<file path="config.mk">
export PLATFORM = sky130hd
export DESIGN_NAME = wb_select_stage
export DESIGN_NICKNAME = d
export VERILOG_FILES = /design/src/rtl/wb_select_stage_pkg.sv /design/src/rtl/wb_select_stage_load_extract.sv /design/src/rtl/wb_select_stage.sv
export SDC_FILE = /design/constraint.sdc
export NUM_CORES = 1
export LEC_CHECK = 0
export ABC_AREA = 1
export CORE_AREA = 2 2 132 134
export CTS_CLUSTER_DIAMETER = 30
export DETAILED_ROUTE_END_ITERATION = 10
export DIE_AREA = 0 0 134 136
export GPL_TIMING_DRIVEN = 0
export PLACE_DENSITY = 0.76
export SYNTH_ARGS = -nofsm -noshare
export SYNTH_HDL_FRONTEND = slang
export SYNTH_SLANG_ARGS = --single-unit
</file>
<file path="constraint.sdc">
create_clock -name clk -period 2.2 [get_ports clk]
set_clock_uncertainty 0.05 [all_clocks]
set_input_delay 0.44 -clock clk [delete_from_list [all_inputs] [get_ports clk]]
set_output_delay 0.44 -clock clk [all_outputs]
set_load 0.02 [all_outputs]
</file>
<file path="src/rtl/wb_select_stage_pkg.sv">
// Shared definitions for the write-back select stage: source select codes
// and load-extraction mode encodings.
package wb_select_stage_pkg;

    typedef enum logic [3:0] {
        WB_SEL_ALU   = 4'd0,
        WB_SEL_LDSZ  = 4'd1,
        WB_SEL_MEM   = 4'd2,
        WB_SEL_RD    = 4'd3,
        WB_SEL_SE1   = 4'd4,
        WB_SEL_CONST = 4'd5,
        WB_SEL_RB    = 4'd6,
        WB_SEL_HI    = 4'd7,
        WB_SEL_LO    = 4'd8
    } wb_sel_e;

    typedef enum logic [1:0] {
        LD_WORD = 2'b00,
        LD_HALF = 2'b01,
        LD_BYTE = 2'b10,
        LD_RSVD = 2'b11
    } ld_mode_e;

endpackage

</file>
<file path="src/rtl/wb_select_stage_load_extract.sv">
// Combinational load extraction: picks a byte or halfword out of a memory
// word and sign/zero-extends it. Word and reserved modes pass unchanged.
module load_extract
    import wb_select_stage_pkg::*;
#(
    parameter int DATA_W = 32
) (
    input  logic [DATA_W-1:0] word,
    input  logic [1:0]        off,
    input  logic [1:0]        mode,
    input  logic              sgn,
    output logic [DATA_W-1:0] result
);

    logic        [15:0] half_u;
    logic signed [15:0] half_s;
    logic        [7:0]  byte_u;
    logic signed [7:0]  byte_s;

    // Shift the addressed lane down to bit 0, then extend to full width.
    always_comb begin
        half_u = 16'(word >> {off[1], 4'b0000});
        byte_u = 8'(word >> {off, 3'b000});
        half_s = half_u;
        byte_s = byte_u;
        case (mode)
            LD_HALF: result = sgn ? DATA_W'(half_s) : DATA_W'(half_u);
            LD_BYTE: result = sgn ? DATA_W'(byte_s) : DATA_W'(byte_u);
            default: result = word;
        endcase
    end

endmodule

</file>
<file path="src/rtl/wb_select_stage.sv">
// Registered write-back selector: picks a datapath source or constant,
// extracts loads, and holds one result for the register-file write port.
module wb_select_stage
    import wb_select_stage_pkg::*;
#(
    parameter int DATA_W    = 32,
    parameter int NUM_SRC   = 9,
    parameter int SEL_W     = 4,
    parameter int CONST_IDX = WB_SEL_CONST,
    parameter int CONST_VAL = 227,
    parameter int MEM_IDX   = WB_SEL_MEM,
    parameter int ADDR_W    = 5
) (
    input  logic                      clk,
    input  logic                      reset,
    input  logic [NUM_SRC*DATA_W-1:0] src_bus,
    input  logic [SEL_W-1:0]          sel,
    input  logic [1:0]                ld_mode,
    input  logic                      ld_signed,
    input  logic [1:0]                ld_off,
    input  logic [ADDR_W-1:0]         dst_in,
    input  logic                      in_valid,
    output logic                      in_ready,
    output logic [DATA_W-1:0]         wb_data,
    output logic [ADDR_W-1:0]         wb_dst,
    output logic                      wb_valid,
    input  logic                      wb_ready,
    output logic                      sel_err
);

    // state    | meaning
    // ST_IDLE  | no write-back pending, wb_valid low
    // ST_FULL  | wb_data/wb_dst hold a pending write-back
    typedef enum logic {
        ST_IDLE = 1'b0,
        ST_FULL = 1'b1
    } state_e;

    state_e            state;
    logic              accept;
    logic              sel_hit;
    logic              sel_bad;
    logic [DATA_W-1:0] sel_data;
    logic [DATA_W-1:0] ext_data;
    logic [DATA_W-1:0] next_data;

    assign wb_valid = (state == ST_FULL);
    assign in_ready = !wb_valid || wb_ready;
    assign accept   = in_valid && in_ready;

    // Bus slice for the selected source; an unmatched code yields zero.
    always_comb begin
        sel_hit  = 1'b0;
        sel_data = '0;
        for (int i = 0; i < NUM_SRC; i++) begin
            if (sel == SEL_W'(i)) begin
                sel_hit  = 1'b1;
                sel_data = src_bus[i*DATA_W +: DATA_W];
            end
        end
    end

    load_extract #(.DATA_W(DATA_W)) u_load_extract (
        .word   (sel_data),
        .off    (ld_off),
        .mode   (ld_mode),
        .sgn    (ld_signed),
        .result (ext_data)
    );

    // Constant code wins over any bus slice; extraction only on the memory code.
    always_comb begin
        sel_bad = 1'b0;
        if (sel == SEL_W'(CONST_IDX)) begin
            next_data = DATA_W'(CONST_VAL);
        end else if (sel == SEL_W'(MEM_IDX) && sel_hit) begin
            next_data = ext_data;
        end else begin
            next_data = sel_data;
            sel_bad   = !sel_hit;
        end
    end

    // One-entry output register; writes to register 0 are consumed but dropped.
    always_ff @(posedge clk) begin
        if (reset) begin
            state   <= ST_IDLE;
            wb_data <= '0;
            wb_dst  <= '0;
            sel_err <= 1'b0;
        end else begin
            if (accept && sel_bad) begin
                sel_err <= 1'b1;
            end
            if (accept && (dst_in != '0)) begin
                state   <= ST_FULL;
                wb_data <= next_data;
                wb_dst  <= dst_in;
            end else if (wb_ready) begin
                state   <= ST_IDLE;
            end
        end
    end

endmodule

</file>
==> results of run 1 <==
## through the flow
step	instance area, µm²	power (W)	util, %
6_report	9650	0.00324	57.2
5_1_grt	9650	0.00339	57.2
4_1_cts	9250	0.00314	54.8
3_5_place_dp	8450	0.00221	50.0
3_3_place_gp	8450	0.00220	50.0
2_1_floorplan	4730	0.00136	-
## metal layers
layer	vias up	wire length [µm]
met5	-	0
met4	0	1140
met3	74	2540
met2	419	13600
met1	3396	10500
li1	3632	-
## worst max-delay path by stage
stage                start  slack, ns     endpoint
floorplan           sel[1]       0.04  wb_data[26]
global placement    sel[3]      -1.25  wb_data[14]
detailed placement  sel[3]      -1.30  wb_data[18]
CTS                 sel[3]      -0.07  wb_data[18]
global route        sel[2]      -0.16  wb_data[28]
finish              sel[2]      -0.06  wb_data[18]
## cells in the final DEF, fill, tap and decap left out, types with 5 or more instances in the layout
cell	Yosys	routed
clkdlybuf4s50_1	0	338
nand2_1	355	327
nand3_1	94	75
a21oi_1	63	54
inv_1	55	49
nand2_2	28	46
nor2_1	49	41
buf_4	10	39
dfxtp_1	39	39
or2_2	33	32
o21ai_0	36	24
nand3_2	1	19
nand4_1	19	19
a21oi_2	10	18
buf_6	4	10
o21ai_1	3	10
buf_12	0	9
nor2_4	3	9
nand2_4	3	9
buf_2	18	9
buf_8	0	7
clkbuf_1	14	7
clkbuf_16	0	6
inv_2	4	5
o21ai_2	0	5
a31oi_1	5	5
## worst max-delay path, stage by stage
cell,delay [ns]
buf_8,0.10
nor2_4,0.12
buf_12,0.17
nand2_8,0.07
clkinv_8,0.07
buf_6,0.09
nand2_2,0.04
nand3_2,0.05
o21ai_2,0.08
nand3b_1,0.09
nand2_1,0.06
nand2_2,0.13
nand3_2,0.08
nand3_2,0.10
nand2_2,0.07
nand2_2,0.08
nand2_4,0.06
buf_12,0.14
buf_8,0.13
nand2_4,0.06
nand2_2,0.05
a21oi_2,0.12
## where the power goes
group / internal (W) / leakage, nW / switching (W)
registers: 0.000756 / 0.320 / 0.0000285
logic: 0.000880 / 3.80 / 0.000733
clock network: 0.000564 / 0.0869 / 0.000277
## registers in the layout, summed over array words and instances (netlist names)
signal	cells
sel_err	1
wb_data	32
wb_dst	5
wb_valid	1
## final cells by class
class | count | area, µm² | share of cell area, %
Buffer | 45 | 394 | 4.08
Inverter | 64 | 299 | 3.10
Tap cell | 225 | 282 | 2.92
Sequential cell | 39 | 781 | 8.09
Timing Repair Buffer | 382 | 3830 | 39.7
Clock buffer | 6 | 139 | 1.44
Multi-Input combinational cell | 732 | 3890 | 40.3
Antenna cell | 1 | 2.50 | 0.0259
Clock inverter | 2 | 35.0 | 0.363
## cells by family (layout without fill, tap and decap cells)
kind of cell | after synthesis | in the layout | share of synthesized area [%]
flip-flops | 39 | 39 | 16.5
buffers and inverters | 110 | 499 | 10.7
AO/OA/AOI/OAI | 133 | 133 | 15.7
AND/OR/NAND/NOR | 597 | 597 | 56.5
adder cells (fa/ha/maj) | 2 | 2 | 0.529
other | 0 | 1 | 0
## repair_timing
item	CTS	global route
buffers inserted	27	14
gates resized for setup	109	103
endpoints found under the setup margin	33	32
pin swaps	29	61
cloned	1	0
==> flow_metrics.tcl, run 1 <==
set metrics [dict create \
    status "finished with violations" \
    violations "negative setup slack" \
    grt_pass1_vias 7435 \
    ys_seq_area_share_pct 16.5 \
    fin_crit_sh_pct 103 \
    place_inst 1449 \
    postCtsHoldBufs 0 \
    async_flop_share_pct 0 \
    track_usage_pct 28.7 \
    powerDensity_nw_per_um2 336 \
    grt_max_degree 14 \
    grt_pass1_wl_um 40300 \
    synth_cell_types 37 \
    crit_path_end_kind "flop" \
    hp-class "flop to flop" \
    setup_viol 8 \
    final_antenna_net_count 0 \
    cts_root_buf "clkbuf_16" \
    syn_nets 1189 \
    fill_cells 1609 \
    whs_ns 0.417 \
    max_freq_mhz 443 \
    io_pins 346 \
    yosys.area.top_type "nand2_1" \
    die_w_um 134 \
    crit_required_ns 2.36 \
    ys_seq_elements 39 \
    min_path_cells 2 \
    hold_violations 0 \
    overflow 0 \
    peakVddDrop_uv 328 \
    cp-start-kind "input pin" \
    yosysMostFrequentCell "nand2_1" \
    dpl_worst_slack_ns -1.30 \
    final_cells 1496 \
    max-cap-violations 0 \
    cts_max_path_buffers 2 \
    antenna_found_initial 1 \
    rsz0062_at_grt "yes" \
    final_nets 1577 \
    cts_buffers 5 \
    layout-drive-gt1-share_pct 20.7 \
    fin_crit_ns 2.26 \
    worstPathArrival_ns 2.42 \
    dr.pass1.iters 8 \
    yosys_warnings 0 \
    grtUsageMet1_pct 32.7 \
    met2_usage_pct 52.0 \
    reg2reg_from "wb_valid" \
    reg2reg_to "wb_data[8]" \
    r2r_cells 7 \
    synthFlopType "dfxtp_1" \
    synth_common_cells "nand2_1 (355), nand3_1 (94), a21oi_1 (63)" \
    use_met3_pct 6.90 \
    gp_congestion 0.963 \
    wl_per_cell_um 18.6 \
    path_class "input pin to flop" \
    hold_end "wb_data[23]" \
    die_h_um 136 \
    drc_errors 0 \
    finalSetupTns_ns -0.305 \
    synth_edf_count 0 \
    cts.sinks 39 \
    via_per_inst 5.03 \
    clkSlewWorstSetupHoldPaths_ns 0.06 \
    htree_levels 2 \
    via_count 7521 \
    synth_area_um2 4730 \
    grt-busiest-layer "met2" \
    drt-initial-drc-count 491 \
    wl_um 27800 \
    cp_max_fo 7 \
    cts_tree "built" \
    synth_cells 881 \
    place.port_buffers 343 \
    r2r_slack_ns 0.51 \
    rows 48 \
    fin_ws_ns -0.0582 \
    synth_area_leaders "nand2_1 (28%), dfxtp_1 (17%), nand3_1 (9.9%)" \
    worstHoldStart "wb_data[23]" \
    worst_pin_slew_ns 0.565 \
    syn_to_final_growth_pct 104 \
    p_leak_nw 4.20 \
    synth.avg_cell_area_um2 5.37 \
    place_hpwl_um 22100 \
    slew_viol_final 0 \
    synth_top_area_share_pct 28.2 \
    dieArea_um2 18200 \
    clkLatencyLatePin_ns 0.28 \
    core_um2 16900 \
    slew_headroom_pct 62.3 \
    initial_core_util_pct 28.0 \
]
Power figures use the tool's default switching activity.
==> inputs of run 2 (changes only) <==
--- a/config.mk
+++ b/config.mk
@@ -11,7 +11,10 @@
 export DETAILED_ROUTE_END_ITERATION = 10
 export DIE_AREA = 0 0 134 136
 export GPL_TIMING_DRIVEN = 0
+export MAX_ROUTING_LAYER = met4
 export PLACE_DENSITY = 0.76
+export RECOVER_POWER = 100
+export SLEW_MARGIN = 10
 export SYNTH_ARGS = -nofsm -noshare
 export SYNTH_HDL_FRONTEND = slang
 export SYNTH_SLANG_ARGS = --single-unit
==> flow_metrics.tcl, run 2 (same netlist as run 1, synthesis figures left out) <==
set metrics [dict create \
    hold_violations 0 \
    path_buf_inv 3 \
    wl_um 27500 \
    reg2reg_to "wb_data[8]" \
    wl_per_cell_um 18.4 \
    io_pins 346 \
    finalSetupTns_ns -0.532 \
    cp_max_fo 5 \
    cts_max_path_buffers 2 \
    final_antenna_net_count 0 \
    final_cell_mix "nand2_1 (327), clkdlybuf4s50_1 (298), nand3_1 (80)" \
    drc_errors 0 \
    worst_pin_slew_ns 0.590 \
    syn_to_final_growth_pct 102 \
    fin_crit_sh_pct 103 \
    drt-initial-drc-count 521 \
    grt_pass1_wl_um 39200 \
    postCtsHoldBufs 0 \
    max-cap-violations 0 \
    place.port_buffers 343 \
    cts.sinks 39 \
    htree_levels 2 \
    peakVddDrop_uv 315 \
    top_regs "wb_data x32, wb_dst x5" \
    cts_tree "built" \
    reg2reg_from "wb_valid" \
    max_freq_mhz 441 \
    p_leak_nw 4.28 \
    rsz0062_at_grt "yes" \
    antenna_found_initial 3 \
    track_usage_pct 29.1 \
    place_inst 1449 \
    place_hpwl_um 22000 \
    whs_ns 0.411 \
    cp-start-kind "input pin" \
    gp_congestion 0.988 \
    crit_required_ns 2.30 \
    final_nets 1572 \
    worstPathArrival_ns 2.37 \
    cts_buffers 5 \
    clkLatencyLatePin_ns 0.28 \
    via_count 7434 \
    grt_pass1_vias 7250 \
    crit_path_end_kind "flop" \
    cts_root_buf "clkbuf_16" \
    slew_headroom_pct 60.7 \
    path_cells "clkdlybuf4s50_1 -> inv_1 -> nor2_2 -> nor2_4 -> nand3_2 -> nand2_2 -> nand3b_4 -> nand2_4 -> nand2_1 -> nand2_2 -> nand2_2 -> nand2_2 -> nand2_2 -> nand2_4 -> bufbuf_16 -> nand2_2 -> nand2_2 -> a21oi_2" \
    fin_crit_ns 2.27 \
    core_um2 16900 \
    dieArea_um2 18200 \
    critPathMaxStageDelay_ns 0.40 \
    hp-class "flop to flop" \
    via_per_inst 4.98 \
    fin_ws_ns -0.0689 \
    final_cells 1493 \
    violations "negative setup slack" \
    overflow 0 \
    clkSlewWorstSetupHoldPaths_ns 0.06 \
    slew_viol_final 0 \
    path_class "input pin to flop" \
    status "finished with violations" \
    final_common_cell "nand2_1" \
    layout-drive-gt1-share_pct 20.4 \
    die_h_um 136 \
    powerDensity_nw_per_um2 319 \
    die_w_um 134 \
    min_path_cells 2 \
    cp_common_cell "nand2_2" \
    dpl_worst_slack_ns -1.25 \
    largest_reg_flops 32 \
    cpMaxStageDelayCell "clkdlybuf4s50_1" \
    grt_max_degree 14 \
    dr.pass1.iters 6 \
    r2r_slack_ns 0.52 \
    top_register "wb_data" \
    rows 48 \
    worstHoldStart "wb_dst[4]" \
    hold_end "wb_dst[4]" \
    r2r_cells 7 \
    initial_core_util_pct 28.0 \
    cp_top_family "simple AND/OR/NAND/NOR gates" \
    setup_viol 11 \
]
-- run 2: changes by cell type in the layout (fill, tap and decap cells not counted), moves of 4 or more --
| cell | delta |
|---|---|
| nand2_4 | -4 |
| nand3_1 | +5 |
| buf_4 | -12 |
| dlygate4sd3_1 | +40 |
| clkdlybuf4s50_1 | -40 |
| buf_2 | +6 |
| nand2_2 | +5 |
| nand3_2 | -5 |
-- run 2: worst max path at each step --
stage	start	end	slack [ns]	cells after the start
2_1_floorplan	sel[1]	wb_data[26]	0.04	17
3_5_place_dp	sel[3]	wb_data[18]	-1.25	21
5_1_grt	sel[2]	wb_data[19]	-0.16	22
4_1_cts	sel[3]	wb_data[29]	-0.06	22
6_report	src_bus[79]	wb_data[30]	-0.07	18
3_3_place_gp	sel[3]	wb_data[13]	-1.27	18
-- run 2: worst reg2reg max path, cell delays in order, from the launching register on --
cell      delay [ns]
dfxtp_1         0.32
a21boi_2        0.21
nand2_2         0.17
nor2_4          0.27
inv_1           0.21
a21oi_1         0.15
nand2_1         0.09
a21oi_1         0.13
-- run 2: per-layer routing --
metal / vias to the layer above / track usage [%] / routed length (µm)
li1: 3616 / - / -
met1: 3396 / 33.3 / 11000
met2: 364 / 50.9 / 13500
met3: 58 / 5.97 / 2160
met4: 0 / 9.63 / 914
met5: - / - / 0
-- run 2: through the flow --
step                utilization, %  power, W  cell area (µm²)
floorplan                        -   0.00136             4730
global placement              50.0   0.00220             8450
detailed placement            50.0   0.00221             8450
CTS                           53.3   0.00297             8990
global route                  56.7   0.00322             9570
finish                        56.7   0.00306             9570
-- run 2: cell type report --
type                       instances  area [µm²]
buffer                            45         379
clock inverter                     1        5.00
timing repair buffer             376        3820
multi-input combinational        733        3880
inverter                          64         284
fill                            1623        7310
sequential                        39         781
antenna                            3        7.51
tap                              225         282
clock buffer                       7         133
-- run 2: report_power, final --
| part | total [W] | switching (W) | leakage [nW] | internal, W |
|---|---|---|---|---|
| Clock | 0.000693 | 0.000274 | 0.0679 | 0.000419 |
| Combinational | 0.00158 | 0.000727 | 3.89 | 0.000853 |
| Sequential | 0.000782 | 0.0000260 | 0.320 | 0.000756 |
-- run 2: repair_timing --
item	CTS	global route
setup buffers	12	19
endpoints found under the setup margin	33	32
gates resized for setup	89	120
hold endpoints to repair	0	0
pin swaps	18	47
cloned	2	3
